**src/rtl/shifter_iter.sv**
```systemverilog
// Multi-cycle shifter: at most 2**STEP_LOG2 positions per clock, valid/ready on both sides.
// Define SHIFTER_ROTATE_EN to enable rotate modes 3/4 (else they act as SLL/SRL).
module shifter_iter #(
  parameter int WIDTH     = 32,
  parameter int STEP_LOG2 = 2,
  localparam int SHW      = $clog2(WIDTH)
) (
  input  logic             CLK,
  input  logic             N_RST,
  input  logic             IN_VALID,
  output logic             IN_READY,
  input  logic [WIDTH-1:0] IN,
  input  logic [SHW-1:0]   SHFT,
  input  logic [2:0]       SEL,
  input  logic             FLUSH,
  output logic             OUT_VALID,
  input  logic             OUT_READY,
  output logic [WIDTH-1:0] OUT
);

  localparam int STEP_I = 1 << STEP_LOG2;
  localparam logic [SHW-1:0] STEP = STEP_I[SHW-1:0];

  typedef enum logic [1:0] {
    IDLE,
    BUSY,
    DONE
  } state_t;

  typedef enum logic [2:0] {
    OP_SLL,
    OP_SRL,
    OP_SRA,
    OP_ROL,
    OP_ROR
  } op_t;

  state_t           state, state_nxt;
  op_t              op_q, op_dec;
  logic             fill_q;
  logic [SHW-1:0]   rem_q;
  logic [SHW-1:0]   amt;
  logic [WIDTH-1:0] work_q;
  logic [WIDTH-1:0] pre_val;
  logic [WIDTH-1:0] step_val;
  logic             accept;

  assign IN_READY  = (state == IDLE);
  assign OUT_VALID = (state == DONE);
  assign OUT       = work_q;
  assign accept    = IN_VALID && IN_READY;

  always_comb begin
    op_dec = OP_SLL;
    unique case (SEL)
      3'd1: op_dec = OP_SRL;
      3'd2: op_dec = OP_SRA;
`ifdef SHIFTER_ROTATE_EN
      3'd3: op_dec = OP_ROL;
      3'd4: op_dec = OP_ROR;
`else
      3'd3: op_dec = OP_SLL;
      3'd4: op_dec = OP_SRL;
`endif
      default: op_dec = OP_SLL;
    endcase
  end

  always_comb begin
    pre_val = IN;
    unique case (SEL)
      3'd5: pre_val = {{(WIDTH-8){IN[7]}}, IN[7:0]};
      3'd6: pre_val = {{(WIDTH-16){IN[15]}}, IN[15:0]};
      default: pre_val = IN;
    endcase
  end

  assign amt = (rem_q > STEP) ? STEP : rem_q;

`ifdef SHIFTER_ROTATE_EN
  logic [2*WIDTH-1:0] rol_w;
  logic [2*WIDTH-1:0] ror_w;
  assign rol_w = {work_q, work_q} << amt;
  assign ror_w = {work_q, work_q} >> amt;
`endif

  always_comb begin
    step_val = work_q << amt;
    unique case (op_q)
      OP_SRL: step_val = work_q >> amt;
      OP_SRA: step_val = (work_q >> amt)
                       | (fill_q ? ~({WIDTH{1'b1}} >> amt) : '0);
`ifdef SHIFTER_ROTATE_EN
      OP_ROL: step_val = rol_w[2*WIDTH-1:WIDTH];
      OP_ROR: step_val = ror_w[WIDTH-1:0];
`endif
      default: step_val = work_q << amt;
    endcase
  end

  always_ff @(posedge CLK or negedge N_RST) begin
    if (!N_RST) state <= IDLE;
    else        state <= state_nxt;
  end

  always_comb begin
    state_nxt = state;
    if (FLUSH) begin
      state_nxt = IDLE;
    end else begin
      unique case (state)
        IDLE: if (IN_VALID)
                state_nxt = (SHFT == '0) ? DONE : BUSY;
        BUSY: if (rem_q <= STEP)
                state_nxt = DONE;
        DONE: if (OUT_READY)
                state_nxt = IDLE;
        default: state_nxt = IDLE;
      endcase
    end
  end

  // FLUSH freezes the working register; only the counter is cleared
  always_ff @(posedge CLK or negedge N_RST) begin
    if (!N_RST) begin
      work_q <= '0;
      rem_q  <= '0;
      op_q   <= OP_SLL;
      fill_q <= 1'b0;
    end else if (FLUSH) begin
      rem_q <= '0;
    end else if (accept) begin
      work_q <= pre_val;
      rem_q  <= SHFT;
      op_q   <= op_dec;
      fill_q <= (op_dec == OP_SRA) && IN[WIDTH-1];
    end else if (state == BUSY) begin
      work_q <= step_val;
      rem_q  <= rem_q - amt;
    end
  end

`ifdef FORMAL
  function automatic logic [WIDTH-1:0] golden(
    input logic [2:0]       s,
    input logic [WIDTH-1:0] d,
    input logic [SHW-1:0]   n
  );
    logic [WIDTH-1:0] r;
    unique case (s)
      3'd1: r = d >> n;
      3'd2: r = $unsigned($signed(d) >>> n);
      3'd3: r = (d << n) | (d >> (WIDTH - int'(n)));
      3'd4: r = (d >> n) | (d << (WIDTH - int'(n)));
      3'd5: r = {{(WIDTH-8){d[7]}}, d[7:0]} << n;
      3'd6: r = {{(WIDTH-16){d[15]}}, d[15:0]} << n;
      default: r = d << n;
    endcase
    return r;
  endfunction

  logic [WIDTH-1:0] exp_q;
  logic             chk_q;
  state_t           prev_q;

  always_ff @(posedge CLK or negedge N_RST) begin
    if (!N_RST) begin
      exp_q  <= '0;
      chk_q  <= 1'b0;
      prev_q <= IDLE;
    end else begin
      prev_q <= state;
      if (accept && !FLUSH) begin
        exp_q <= golden(SEL, IN, SHFT);
`ifdef SHIFTER_ROTATE_EN
        chk_q <= 1'b1;
`else
        chk_q <= (SEL != 3'd3) && (SEL != 3'd4);
`endif
      end
      if (state == DONE && prev_q != DONE && chk_q)
        assert (work_q == exp_q);
    end
  end
`endif

endmodule

```
**config.mk**
```make
export PLATFORM = sky130hd
export DESIGN_NAME = shifter_iter
export DESIGN_NICKNAME = d
export VERILOG_FILES = /design/src/rtl/shifter_iter.sv
export SDC_FILE = /design/constraint.sdc
export NUM_CORES = 1
export LEC_CHECK = 0
export CORE_MARGIN = 2
export CORE_UTILIZATION = 36
export DETAILED_ROUTE_END_ITERATION = 7
export GPL_ROUTABILITY_DRIVEN = 0
export HOLD_SLACK_MARGIN = 0.03
export SYNTH_ARGS = -nofsm -noshare
export SYNTH_HDL_FRONTEND = slang
export SYNTH_SLANG_ARGS = --single-unit
export TNS_END_PERCENT = 1
```
**constraint.sdc**
```tcl
create_clock -name CLK -period 2.7 [get_ports CLK]
set_input_delay 0.54 -clock CLK [delete_from_list [all_inputs] [get_ports CLK]]
set_output_delay 0.54 -clock CLK [all_outputs]
set_load 0.005 [all_outputs]
```
## Word-level counts from Yosys, hierarchy flattened

Cells that the tools add are included.

| cells by class | value |
|---|---|
| muxes and demuxes | 16 |
| eq/ne operators | 13 |
| reduce and logical (&&, ||, !) cells | 10 |
| magnitude comparators | 2 |
| add/subtract/negate cells | 1 |
| bitwise gates (word level) | 3 |
| shifts and indexed selects | 3 |

Operators with widths:

| kind | count |
|---|---|
| $pmux 32 s2 | 2 |
| $mux 32 | 3 |
| $not 32->32 | 1 |
| $or 32x32->32 | 1 |
| $shl 32x5->32 | 1 |
| $shr 32x5->32 | 1 |
| $shr 32x5->32 const A | 1 |
| $mux 5 | 4 |
| $mux 2 | 5 |
| $eq 3x2->1 const B | 3 |
| $eq 3x3->1 const B | 3 |
| $eq 3x1->1 const B | 2 |
| $ne 3x2->1 const B | 2 |
| $pmux 2 s3 | 1 |
| $gt 5x3->1 const B | 1 |
| $le 5x3->1 const B | 1 |
| $logic_not 5->1 | 1 |
| $sub 5x5->5 | 1 |
| $pmux 2 s2 | 1 |
| $reduce_and 2->1 | 2 |
| $ne 3x3->1 const B | 1 |
| $reduce_and 3->1 | 1 |
| $reduce_bool 3->1 | 1 |
| $eq 2x1->1 const B | 1 |
| other kinds (6) | 7 |

| storage, ports and cells | value |
|---|---|
| flip-flop bits (word level) | 43 |
| bits of input ports | 45 |
| word-level logic and storage cells | 53 |

## Depth between registers and ports, before layout

| logic depth | value |
|---|---|
| depth after elaboration | 9 |
| gate-level depth with buffers | 10 |
| gate-level depth less buffers | 7 |

## Least setup slack after synthesis

No wires, ideal clock.

| timing path | value |
|---|---|
| path kind | register -> register |
| from | reg op_q[0] |
| to | reg work_q[16], in the netlist OUT[16] |
| data required time | 2.614 ns |
| cell stages (with the launch flop) | 11 |
| path buffers | 3 |
| setup slack | 0.610 ns |
| data arrival time | 2.004 ns |
| cells stage by stage | dfrtp_1 -> inv_1 -> ha_1 -> clkbuf_1 -> o21ba_2 -> clkbuf_1 -> clkbuf_1 -> o21ai_0 -> a31oi_1 -> nor4_1 -> nor3_1 |

| on the way | value |
|---|---|
| word-level cells in the longest chain between the ends | 4 |

RTL lines:

| what | line | RTL |
|---|---|---|
| start: declaration | 39 | `op_t op_q, op_dec;` |
| start signal: assignment | 135 | `op_q <= op_dec;` |
| $eq 3x2->1 or $eq 3x1->1 (tied branches) | 89 | `unique case (op_q)` |
| $pmux 32 s2 (*) | 89 |  |
| $mux 32 (*) | 137 | `end else if (state == BUSY) begin` |
| $mux 32 (*) | 132 | `end else if (accept) begin` |
| end signal: assignment | 133 | `work_q <= pre_val;` |
| end signal: assignment | 138 | `work_q <= step_val;` |
| end: declaration | 43 | `logic [WIDTH-1:0] work_q;` |

Every way passes the cells marked *; elsewhere a longest branch is shown, timed or not. The select of a mux whose other input is x is not followed.
A chain may end at the register's enable or synchronous reset.

## Worst setup path after layout

| timing path | value |
|---|---|
| from | reg rem_q[3] |
| to | reg work_q[16], in the netlist OUT[16] |

| on the way | value |
|---|---|
| word-level cells in the longest chain between the ends | 9 |

RTL lines:

| what | line | RTL |
|---|---|---|
| start: declaration | 41 | `logic [SHW-1:0] rem_q;` |
| start signal: assignment | 139 | `rem_q <= rem_q - amt;` |
| $gt 5x3->1 | 78 | `assign amt = (rem_q > STEP) ? STEP : rem_q;` |
| $mux 5 (*) | 78 |  |
| $shr 32x5->32 | 92 | `\| (fill_q ? ~({WIDTH{1'b1}} >> amt) : '0);` |
| $not 32->32 | 92 |  |
| $mux 32 | 92 |  |
| $or 32x32->32 | 92 |  |
| $pmux 32 s2 (*) | 89 |  |
| $mux 32 (*) | 137 |  |
| $mux 32 (*) | 132 |  |

Marks and branches as above.

==> impl_metrics.ini <==
[synth]
syn_avg_cell_area_um2 = 7.12
ys_ff_latch = 42
synthTopCellsByArea = dfrtp_1, nand2_1, a21oi_1
ys_types = 68
synth-main-ff-cell = dfrtp_1
netlist_area_mm2 = 0.00465
ys_async_sr_fraction = 1.00
yosysSeqAreaShare = 0.226
synth_top_area_share = 0.226
synth_edf_count = 0
synth_nets = 702
synth_top_cell_by_area = dfrtp_1
ys_warn_count = 0
synthCells = 653

[layout]
layout-drive-gt1-share = 0.119
final_cell_mix = nand2_1, clkdlybuf4s50_1, a21oi_1, buf_4, o21ai_0
nNetsFinal = 761
num_antenna_cells = 0
area_delta_synth_final_pct = 27.2
final_common_cell = nand2_1

[worst_setup_path]
cp.arrival_ns = 2.75
startpoint_type = flop
worst-path-max-fanout = 16
crit_required_ns = 2.88
worstSetupPathType = flop to flop
endpoint_kind = flop

[clock_network]
clock-root-buffer = clkbuf_16
cts_buffer_depth = 2
cts_sinks = 42
htree_levels = 2
clkTransAtPathRegs_ns = 0.07
hold_buffers = 0
clk_latency_ns = 0.30
tritoncts = yes
cts_made_buffers = 5

[sta]
rsz0062_at_grt = false
layout_min_cycle_time_ns = 2.58
fin_ws_ns = 0.121
period_share = 0.955
timing.fmax_mhz = 388
tns_ns = 0
worst_pin_slew_ns = 0.558
finalHoldViolations = 0
maxSlewHeadroom = 0.619
slew_viol_final = 0
setup_viol = 0
fin_skew_ns = 0.00572

[die]
die_y_um = 118
core_mm2 = 0.0126
ios = 79
die_area_mm2 = 0.0138
initial_core_util = 0.368
num_rows = 41
die_w_um = 118

[route]
wire_per_inst_um = 21.2
first_pass_iters = 6
drc = 0
dr_total_vias = 5634
drt_iter0_markers = 818
finalWirelength_mm = 18.8
via_per_inst = 6.37
postRouteAntennaNets = 0

[global_routing]
grt_overflow = 0
grt_pass1_wl_mm = 29.8
grt_pass1_vias = 5340
grt.total_usage = 0.266
grt_start_max_net_pins = 43
antenna_found_initial = 0

[placement]
portBuffers = 78
place_worst_setup_slack_ns = 0.181
hpwl_mm = 13.0

[power_and_ir_drop]
p_leak_nw = 2.23
ir_worst_vdd_uv = 283
powerDensity_mw_per_mm2 = 921

[job]
maxCapViolations = 0

[outcome]
outcome = finished clean

[min_path]
hp-class = input port to async pin
-- logic make-up (layout without fill, tap and decap cells) --
logic type      count (synthesis)  after routing  share of synthesized area
compound gates                243            243                      0.339
simple gates                  229            229                      0.231
buf+inv                        92            152                     0.0800
flops                          42             42                      0.226
mux                            39             39                      0.108
fa+ha+maj                       4              4                     0.0108
other cells                     2              2                    0.00162
xor+xnor                        2              2                    0.00377
-- routing by layer --
metal	global-route usage	up-vias	share of wire
met5	0	-	0
met4	0.106	0	0.029
met3	0.0518	51	0.096
met2	0.411	369	0.46
met1	0.365	2667	0.42
li1	-	2547	-
-- power by group --
part / internal [mW] / total, mW / switching [mW]
combinational: 1.53 / 3.17 / 1.63
clock: 0.368 / 0.650 / 0.282
sequential: 0.871 / 1.62 / 0.754
total: 2.77 / 5.44 / 2.67
-- critical path: stages (launching register included) --
cell and delay, ns:
dfrtp_1 0.55, or4b_1 0.80, buf_4 0.30, mux2i_1 0.23
o21ai_0 0.11, nor4_1 0.34, nor3_1 0.10
-- stage by stage --
step / hold slack, ns / cell area, um^2 / utilization / power [mW] / std cells
global placement: 0.542 / 5750 / 0.456 / 4.65 / 877
finish: 0.315 / 5910 / 0.468 / 5.44 / 885
detailed placement: 0.556 / 5750 / 0.456 / 4.68 / 877
floorplan: 0.244 / 4650 / - / 3.26 / 653
CTS: 0.351 / 5900 / 0.467 / 5.35 / 885
global route: 0.382 / 5910 / 0.468 / 5.77 / 885
-- layout make-up --
class | instances | area [um^2]
Clock buffer | 7 | 143
Clock inverter | 1 | 5.00
Fill cell | 1280 | 6710
Inverter | 14 | 52.6
Multi-Input combinational cell | 519 | 3250
Sequential cell | 42 | 1050
Tap cell | 172 | 215
Timing Repair Buffer | 130 | 1190
-- Yosys cell counts (6+ instances only) --
library cell  count
nor3_1           21
a21oi_1          70
a221oi_1         12
buf_2            20
buf_1             7
clkbuf_1         50
o211ai_1          8
nor2_1           41
mux2i_1          26
mux4_2            8
dfrtp_1          42
a2111oi_0        11
a22oi_1           6
o22ai_1          12
a211oi_1         18
nand3_1          23
nand2_1         105
inv_1            14
a31oi_1          15
o21ai_0          48
-- registers in the layout, indices dropped and copies added (netlist names) --
name	flops
OUT	32
rem_q	5
op_q	2
state	2
fill_q	1
-- what timing repair did --
action,CTS,global route
setup endpoints to repair,0,2
gates resized for setup,0,2
setup buffers,0,0
-- worst paths after layout --
path,startpoint,end,slack (ns),cells after the start
worst max-delay path,rem_q[3]$_DFFE_PN0P_,OUT[16]$_DFFE_PN0P_,0.12,6
worst min register to register,fill_q$_DFFE_PN0P_,fill_q$_DFFE_PN0P_,0.56,2
worst max register to register,rem_q[3]$_DFFE_PN0P_,OUT[16]$_DFFE_PN0P_,0.12,6
worst min-delay path,N_RST,fill_q$_DFFE_PN0P_,0.32,2
max in group asynchronous,N_RST,OUT[22]$_DFFE_PN0P_,1.97,2
min in group CLK,fill_q$_DFFE_PN0P_,fill_q$_DFFE_PN0P_,0.56,2
Power figures use the tool's default switching activity.
==> RTL change: new RTL, config.mk and constraints unchanged <==
`WIDTH`: 32 -> 64.
--- a/src/rtl/shifter_iter.sv
+++ b/src/rtl/shifter_iter.sv
@@ -3,3 +3,3 @@
 module shifter_iter #(
-  parameter int WIDTH     = 32,
+  parameter int WIDTH     = 64,
   parameter int STEP_LOG2 = 2,
Interface: changed (resized IN, OUT and SHFT); port bits go from 79 to 144. The function was not compared with the original's and may differ.
==> RTL change against the unedited design <==
Maximum frequency grew 5.3%. Largest cell class unchanged. Worst setup slack better by 0.13 ns. Area after synthesis is 83% higher. Synthesized cell count up 67%. Total power grew 63%. Clock power grew 130%. Design area increased by 83%. Sequential power is 63% higher. Critical endpoint is now OUT[50]. Routed wire length is 96% higher. Sequential cell count increased by 33.
==> RTL change: results (changes against the unedited design) <==
Drt first pass iters: 6 (unchanged)
Layout cell share with drive strength beyond 1: 14.5% (+2.6 points)
Sequential fraction of the synthesis area: 22.1% (-0.52 points)
GRT Util Overall: 29.9% (+3.3 points)
Port bufs: 143 (+83%)
Post-CTS resize count: 0 (unchanged)
Root buffer cell: clkbuf_16
Syn_nets: 1,173 (+67%)
Nets: 1,253 (+65%)
Vias in the first global route: 9,705 (+82%)
Post-Place Worst Slack: 0.112 ns (-0.0687 ns)
IR drop worst, VDD: 0.000334 V (+18%)
Clock latency at the later pin of the worst-skew pair: 0.35 ns (+0.05 ns)
Placement-stage cell area: 0.0105 mm^2 (+83%)
H-tree depth: 3 (+1)
Hold WC Path Type: in2async
Crit path largest cell delay: 0.46 ns (-0.34 ns)
Top post-synthesis cells by count: a21oi_1 (121), clkbuf_1 (109), o21ai_0 (97)
Worst clock skew: 0.00542 ns (-0.000303 ns)
DR iter-0 viols: 1,311 (+60%)
CTS Buf Count: 9 (+4)
Wirelength per Cell: 24.7 um (+16%)
CP max FO: 43 (+27)
First-pass GRT wire length: 57,300 um (+92%)
Largest net degree at the start of global routing: 80 (+86%)
Yosys cell types: 74 (+8.8%)
Reg2reg path depth: 8 (+2)
Ant diodes: 0 (unchanged)
Pint: 4.83 mW (+74%)
Syn. warnings: 0 (unchanged)
Slew @ Worst Pin: 0.798 ns (+0.240 ns)
Fill count: 2,312 (+81%)
Top cells by area, synth: dfrtp_1 (22%), mux4_2 (7.7%), a21oi_1 (7.1%)
Final HPWL DP: 24,100 um (+86%)
Fraction of registers with async set/reset: 100% (unchanged)
Clock-pin slew on the worst setup and hold paths: 0.06 ns
Largest register FFs: 64 (+100%)
Via density per instance: 6.74 (+5.8%)
DRC: 0 (unchanged)
Initial antenna violation count: 0 (unchanged)
Final period utilization: 90.7% (-4.8 points)
Critical path's slowest cell: nor2_1
Postcts setup bufs: 0 (unchanged)
Static Leakage: 3.92 nW (+76%)
Status: finished clean
Crit path DAT: 2.70 ns (-0.05 ns)
Clock Path Buffers: 2 (unchanged)
## RTL change: routing by layer
layer / GRT usage [%] / routed length, um / vias to the layer above / part of all wire (%)
li1: - / - / 4383 / -
met1: 40.8 / 14900 / 4841 / 40
met2: 45.7 / 16300 / 715 / 44
met3: 6.02 / 4140 / 131 / 11
met4: 13.1 / 1540 / 0 / 4.2
met5: 0 / 0 / - / 0
## RTL change: worst paths after layout
kind,from,to
max reg2reg,rem_q[3],OUT[50]
max,rem_q[3],OUT[50]
min,N_RST,OUT[38]
min in group CLK,op_q[0],op_q[0]
min reg2reg,op_q[0],op_q[0]
max in group asynchronous,N_RST,OUT[55]
## RTL change: logic make-up (layout without fill, tap and decap cells)
family | after synthesis | count (layout) | synth area share, %
and+or+nand+nor | 285 | 285 | 15.9
DFF | 75 | 75 | 22.1
buffers and inverters | 164 | 249 | 8.03
xor gates and xnor gates | 2 | 2 | 0.206
AOI/OAI and AO/OA | 470 | 470 | 36.5
other | 2 | 2 | 0.0884
muxes | 89 | 89 | 16.6
adders and majority gates | 4 | 4 | 0.589
## RTL change: through the flow
stage	hold slack [ns]	instances	power (mW)
2_1_floorplan	0.244	1091	5.07
3_3_place_gp	0.511	1479	7.25
3_5_place_dp	0.517	1479	7.29
4_1_cts	0.157	1495	8.78
5_1_grt	0.173	1495	9.38
6_report	0.130	1495	8.89
## RTL change: critical path, delay by kind of cell (launching register included)
kind                   cells  cell delay, ns
AO/OA/AOI/OAI              2            0.45
buffers and inverters      3            0.60
AND/OR/NAND/NOR            3            0.91
flip-flops                 1            0.37
## RTL change: cell type report
type	instances	area, um^2	area share, %
Clock buffer	11	243	2.24
Clock inverter	5	100	0.923
Inverter	13	48.8	0.450
Multi-Input combinational cell	852	5950	54.9
Sequential cell	75	1880	17.3
Tap cell	319	399	3.68
Timing Repair Buffer	220	2220	20.5
## RTL change: power by group through the flow
stage	clock network (mW)	registers (mW)	logic [mW]
2_1_floorplan	0	1.86	3.21
3_3_place_gp	0	2.60	4.65
3_5_place_dp	0	2.60	4.69
4_1_cts	1.48	2.58	4.71
5_1_grt	1.53	2.69	5.16
6_report	1.47	2.64	4.78
